$ cat src/rtl/action_selector.sv
// rtl/action_selector.sv - epsilon-greedy action selector over a 4-field Q word
module action_selector #(
  parameter logic [15:0] LFSR_SEED = 16'hACE1
) (
  input  logic        clk,
  input  logic        rst_n,
  input  logic        start,
  input  logic [5:0]  state,
  input  logic [7:0]  epsilon,
  output logic [5:0]  rd_addr,
  input  logic [15:0] ram_data,
  output logic [1:0]  action,
  output logic [3:0]  q_val,
  output logic        explored,
  output logic        done,
  output logic        busy
);

  typedef enum logic [2:0] {IDLE, FETCH, COMPARE, DECIDE, DONE} fsm_t;

  fsm_t        fsm;
  logic [7:0]  eps_q;
  logic [15:0] word_q;
  logic [1:0]  best_idx;
  logic [3:0]  best_val;
  logic [1:0]  idx;
  logic [15:0] lfsr;

  function automatic logic [3:0] field(input logic [15:0] w, input logic [1:0] a);
    return w[{a, 2'b00} +: 4];
  endfunction

  assign busy = (fsm != IDLE);

  // Free-running Galois LFSR, shifts right every cycle out of reset
  always_ff @(posedge clk or negedge rst_n) begin
    if (!rst_n) begin
      lfsr <= LFSR_SEED;
    end else begin
      lfsr <= {1'b0, lfsr[15:1]} ^ (lfsr[0] ? 16'hB400 : 16'h0000);
    end
  end

  always_ff @(posedge clk or negedge rst_n) begin
    if (!rst_n) begin
      fsm      <= IDLE;
      eps_q    <= 8'd0;
      word_q   <= 16'd0;
      best_idx <= 2'd0;
      best_val <= 4'd0;
      idx      <= 2'd0;
      rd_addr  <= 6'd0;
      action   <= 2'd0;
      q_val    <= 4'd0;
      explored <= 1'b0;
      done     <= 1'b0;
    end else begin
      case (fsm)
        IDLE: begin
          if (start) begin
            eps_q   <= epsilon;
            rd_addr <= state;
            fsm     <= FETCH;
          end
        end
        FETCH: begin
          word_q   <= ram_data;
          best_idx <= 2'd0;
          best_val <= 4'd0;
          idx      <= 2'd0;
          fsm      <= COMPARE;
        end
        COMPARE: begin
          // Strict compare keeps the lowest index on ties
          if (field(word_q, idx) > best_val) begin
            best_val <= field(word_q, idx);
            best_idx <= idx;
          end
          idx <= idx + 2'd1;
          if (idx == 2'd3) begin
            fsm <= DECIDE;
          end
        end
        DECIDE: begin
          if (lfsr[7:0] < eps_q) begin
            action   <= lfsr[9:8];
            q_val    <= field(word_q, lfsr[9:8]);
            explored <= 1'b1;
          end else begin
            action   <= best_idx;
            q_val    <= field(word_q, best_idx);
            explored <= 1'b0;
          end
          done <= 1'b1;
          fsm  <= DONE;
        end
        DONE: begin
          done <= 1'b0;
          fsm  <= IDLE;
        end
        default: begin
          done <= 1'b0;
          fsm  <= IDLE;
        end
      endcase
    end
  end

endmodule

$ cat config.mk
export PLATFORM = sky130hd
export DESIGN_NAME = action_selector
export DESIGN_NICKNAME = d
export VERILOG_FILES = /design/src/rtl/action_selector.sv
export SDC_FILE = /design/constraint.sdc
export NUM_CORES = 1
export LEC_CHECK = 0
export CORE_MARGIN = 4
export CORE_UTILIZATION = 23
export DETAILED_ROUTE_END_ITERATION = 10
export GPL_TIMING_DRIVEN = 0
export PLACE_DENSITY_LB_ADDON = 0.25
export SYNTH_ARGS = -nofsm -noshare
export SYNTH_HDL_FRONTEND = slang
export SYNTH_SLANG_ARGS = --single-unit
$ cat constraint.sdc
create_clock -name clk -period 2.2 [get_ports clk]
set_input_delay 0.55 -clock clk [delete_from_list [all_inputs] [get_ports clk]]
set_output_delay 0.55 -clock clk [all_outputs]
set_load 0.01 [all_outputs]
# --- Word level (Yosys, flattened, before mapping) ---
# Index checks and enable logic that the tools add are counted.
word_totals:
  ff_bits: 65
  inputBits: 33
  output_inout_bits: 15
  wordCells: 46
classes:
  add_sub_neg: 1
  magnitude_cmp: 2
  n_eq_ne: 7
  shift: 3
  mux: 13
  n_bitwise: 1
  n_reduce_logical: 7
op_table:
  columns: ["op", "count"]
  rows:
  - ["$shiftx 16x5->4", 3]
  - ["$mux 16", 1]
  - ["$xor 15x16->16", 1]
  - ["$pmux 3 s4", 1]
  - ["$lt 8x8->1", 1]
  - ["$mux 4", 2]
  - ["$pmux 2 s2", 2]
  - ["$pmux 4 s2", 1]
  - ["$eq 3x2->1 const B", 2]
  - ["$mux 3", 2]
  - ["$ne 2x2->1 const B", 3]
  - ["$reduce_and 2->1", 3]
  - ["$gt 4x4->1", 1]
  - ["$mux 2", 2]
  - ["$eq 3x1->1 const B", 1]
  - ["$logic_not 3->1", 1]
  - ["$reduce_bool 3->1", 1]
  - ["$reduce_or 3->1", 1]
  - ["$add 2x1->2 const B", 1]
  - ["$eq 2x2->1 const B", 1]
  - ["$pmux 1 s2", 1]
  - ["$reduce_bool 2->1", 1]
  - ["$mux 1", 1]

# --- Longest topological paths before layout ---
depth:
  ltp_word: 4
  depth_mapped: 10
  ltp_nobuf: 8

# --- Least setup slack after synthesis ---
# No wires, ideal clock.
synth_path:
  kind: "register -> register"
  from: "register idx[0]"
  to: "register best_idx[0]"
  setup_ps: 83
  arrival_time_ps: 2311
  required_time_ps: 2117
  slack_ps: -194
  path_stages_with_launch: 11
  n_path_buf: 2
  period_less_slack_ps: 2394
  path_cell_list: "dfrtp_1 -> clkbuf_1 -> mux4_2 -> ha_1 -> nand3_1 -> o22ai_1 -> o221ai_1 -> nand2b_1 -> clkbuf_1 -> nand3_1 -> o21ai_0"
synth_between:
  elab_chain_len: 4
  elab_cells_between_ends: 6
  classes_between: "1 x order compare; 1 x eq/ne; 1 x shift; 2 x mux; 1 x reduce/logical"
synth_lines:
  columns: ["element", "line_no", "text"]
  rows:
  - ["start: declaration", "26", "logic [1:0] idx;"]
  - ["start signal: assignment", "79", "idx <= idx + 2'd1;"]
  - ["$shiftx 16x5->4", "30", "return w[{a, 2'b00} +: 4];"]
  - ["$gt 4x4->1", "75", "if (field(word_q, idx) > best_val) begin"]
  - ["$ne 2x2->1 (no line)", null, null]
  - ["$reduce_and 2->1 (no line)", null, null]
  - ["end signal: assignment", "77", "best_idx <= idx;"]
  - ["end: declaration", "24", "logic [1:0] best_idx;"]
# Parallel ways exist; a longest one is shown, timed or not. The select of a mux whose other input is x is not followed.
# A chain may end at the register's enable or synchronous reset.

# --- Worst setup path after layout ---
layout_path:
  from: "register idx[0]"
  to: "register best_val[2]"
layout_between:
  elab_chain_len: 4
  elab_cells_between_ends: 6
  classes_between: "1 x order compare; 1 x eq/ne; 1 x shift; 2 x mux; 1 x reduce/logical"
layout_lines:
  columns: ["element", "line_no", "text"]
  rows:
  - ["$shiftx 16x5->4 (*)", "30", null]
  - ["$gt 4x4->1", "75", null]
  - ["$ne 2x2->1 (no line)", null, null]
  - ["$reduce_and 2->1 (no line)", null, null]
  - ["end signal: assignment", "76", "best_val <= field(word_q, idx);"]
  - ["end: declaration", "25", "logic [3:0] best_val;"]
# Every way passes the cells marked *; elsewhere a longest branch is shown, timed or not. The select of a mux whose other input is x is not followed.

==> impl_results.md <==
- Post-Synth XOR/XNOR Area: 1.23%
- Worst-Skew Late Latency: about 0.32 ns
- Initial Utilization: 23.7%
- Failing checks: setup timing
- Synth top area share: 50.0%
- Synth Area in Simple Gates: 7.80%
- Post-synthesis mux area share: 16.2%
- Highest clock rate: ~440 MHz
- Largest family of logic cells by synthesized area: multiplexers
- 1st-iter DRT viols: 52
- Final setup fails: 7
- Tmin final: ~2.3 ns
- Initial antenna violation count: 0
- DP HPWL: approximately 4300 um
- Clock Sinks: 65
- EDFF count, synth: 0
- Hold buffers post-CTS: 0
- Post-route ant nets: 0
- Mapped Area: ~2900 sq um
- Share of layout cells above drive strength 1: approximately a third
- Reg2reg path depth: 10
- Max Slew Vio Count: 0
- Nets: 340
- Setup CP Type: reg -> reg
- Worst r2r src: idx[0]
- Async S/R FF share, synth: 100%
- Core Area: 12,100 sq um
- Antenna Diode Count: 0
- Worst setup margin: -0.0921 ns
- Startpoint Class: flip-flop
- Worst reg2reg endpoint: best_val[2]
- Top area cells in the synthesized netlist: dfrtp_1 (50%), mux2_2 (9.9%), dfstp_2 (7.4%)
- Avg Synthesized Cell Area: 12.7 sq um
- Sequential area share after synthesis: a little under three fifths
- Synth Area in Compound Gates: 7.93%
- Met3 GRT Util: 2.52%
- CTS root buffer: clkbuf_16
- Syn nets: 269
- Static leakage: 1.81 nW
- P&R area growth vs syn: 44.7%
- DIE WIDTH: 119 um
- Main flop type after synthesis: dfrtp_1
- Netlist cell types: 39
- Final Hold Viols: 0
- Max transition margin: 44.1%
- RSZ-0062 raised after global routing: yes
- Worst EP arrival: 2.54 ns
- Worst-margin pin slew: 0.838 ns
- Critical Path RT: 2.45 ns
- Routed vias: 1,943
- DR vias/cell: 4.15
- Worst Skew: 0.00549 ns
- Syn. warnings: 0
- H-tree depth: 3
- Die ar.: 14,300 sq um
- R2R setup slack: -0.09 ns
- Area leader, netlist: dfrtp_1
- Vias in the first global route: about 2,100
- Worst Setup End Kind: flip-flop
- Met1 global-route usage: 12.6%
- Top cells by count, synth: dfrtp_1 (57), mux2_2 (25), inv_1 (22)
- Global routing usage on met2: 15.8%
- Peak VDD IR: 0.460 mV
- CTS clock-pin slew for the worst setup and hold paths: 0.05 ns
- Status: complete, but fails checks
- CTS tree: done
- Num CTS Buffers: 9
- Pre-CTS setup slack: -0.297 ns
- GP Congestion: 0.790
- Routed wire length per instance: 14.3 um
- Number of synthesized register bits: 65
- Worst min-delay path class: in -> async
- Adder-cell share of the synthesized area: 5.26%
- Final worst path period share: 104%
- TritonRoute pass-1 iters: 4
- Power per cell area: 1390 nW/um^2
- Fillers: roughly 1,200
- Site row count: 40
- GRT Total Usage: just under 10%
- I/O Buffers: 47
- Wire length of the first global-routing pass: about 11,000 um
- Busiest grt layer: met2
- Routed Wire Length: 6710 um
- DRC: 0
- Congestion Overflow GR: 0
- Largest net degree at the start of global routing: between 60 and 70
- # Max-Cap Violations: 0
- Die Y: 119 um
- Max FO, Critical Path: 5
- Max Root-Sink Buffers: 2
- Most common cell in the netlist: dfrtp_1
- IO Pins: 48
- Overall power: 0.00573 W
- Cell count after synthesis: 224
[area by class of cell]
cell class / instances / area, sq um / share of cell area (%)
Clock buffer: 14 / 274 / 6.63
Tap cell: 168 / 210 / 5.09
Clock inverter: 2 / 35.0 / 0.848
Sequential cell: 65 / 1640 / 39.6
Buffer: 8 / 75.1 / 1.82
Inverter: 22 / 82.6 / 2.00
Timing Repair Buffer: 60 / 568 / 13.7
Multi-Input combinational cell: 129 / 1250 / 30.3
[critical path, cell delays in order, from the launching register on]
cell and delay (ns):
dfrtp_1 0.38, buf_8 0.12, mux4_2 0.54, ha_4 0.31, nand3_2 0.08, o22ai_1 0.11, o221ai_1 0.11, nand2b_1 0.20
clkbuf_8 0.19, nand3_2 0.07, o21ai_2 0.10
[how the worst max path moves through the flow]
stage | startpoint | endpoint | slack [ns]
after floorplan | idx[1] | best_idx[1] | 0.008
after global placement | rst_n | word_q[5] | -1.67
after detailed placement | idx[1] | best_val[2] | -0.30
after CTS | idx[0] | best_val[2] | -0.06
after global routing | idx[0] | best_idx[1] | -0.23
final | idx[0] | best_val[2] | -0.09
[per-stage QoR]
step,instances,TNS [ns],hold WS [ns],util (%),cell area [sq um]
6_report,468,-0.482,0.334,34.3,4130
5_1_grt,468,-1.61,0.366,34.3,4130
4_1_cts,464,-0.332,0.358,33.3,4020
3_5_place_dp,439,-2.21,0.337,29.3,3540
2_1_floorplan,224,0,0.254,-,2860
3_3_place_gp,439,-104.27,0.338,29.4,3540
[repair_timing]
item | in CTS | in global routing
pin swaps | 11 | 7
buffers inserted | 7 | 4
setup endpoints to repair | 11 | 10
cloned | 2 | 0
resized for setup | 25 | 15
[layout by cell type (no fill, tap or decap), types with 2 or more instances in the layout]
cell / synthesis / final
xor2_1: 3 / 3
buf_4: 0 / 12
buf_8: 0 / 2
clkdlybuf4s50_1: 0 / 45
mux2_2: 25 / 24
a2111oi_4: 1 / 2
nand2_1: 19 / 19
ha_4: 0 / 5
mux4_2: 4 / 4
nand3_1: 8 / 3
nand3_2: 0 / 5
o21a_1: 2 / 2
o21ai_2: 0 / 2
clkbuf_8: 0 / 5
o221ai_1: 5 / 5
buf_2: 2 / 2
dfrtp_1: 57 / 57
o21ai_1: 0 / 4
ha_1: 12 / 7
a21oi_2: 0 / 2
dfstp_2: 8 / 8
nor2_1: 2 / 2
mux2i_1: 9 / 8
nor4_2: 1 / 2
inv_1: 22 / 21
clkbuf_1: 4 / 3
o21ai_0: 17 / 11
clkbuf_16: 0 / 9
[where the power goes]
| group | internal, W | total, W | switching, W | leakage (nW) |
|---|---|---|---|---|
| logic | 0.00132 | 0.00242 | 0.00110 | 0.855 |
| registers | 0.00160 | 0.00185 | 0.000250 | 0.797 |
| clock network | 0.000969 | 0.00146 | 0.000490 | 0.153 |
| total | 0.00389 | 0.00573 | 0.00184 | 1.81 |
[flip-flops by register name, indices dropped and copies added, names as in the netlist, 2 cells and up]
| name | flops |
|---|---|
| best_val | 4 |
| rd_addr | 6 |
| idx | 2 |
| lfsr | 16 |
| eps_q | 8 |
| best_idx | 2 |
| action | 2 |
| fsm | 3 |
| q_val | 4 |
| word_q | 16 |
[layer usage]
layer / routed length [um] / part of all wire (%)
met1: 3010 / 45
met2: 3350 / 50
met3: 220 / 3.3
met4: 136 / 2.0
met5: 0 / 0
[logic make-up (layout without fill, tap and decap cells)]
logic type | count (synthesis) | count (layout)
and+or+nand+nor | 42 | 42
DFF | 65 | 65
AOI/OAI and AO/OA | 33 | 33
buffers and inverters | 30 | 106
xor gates and xnor gates | 4 | 4
adders and majority gates | 12 | 12
muxes | 38 | 38
No activity file was read; power rests on OpenSTA's default activity.
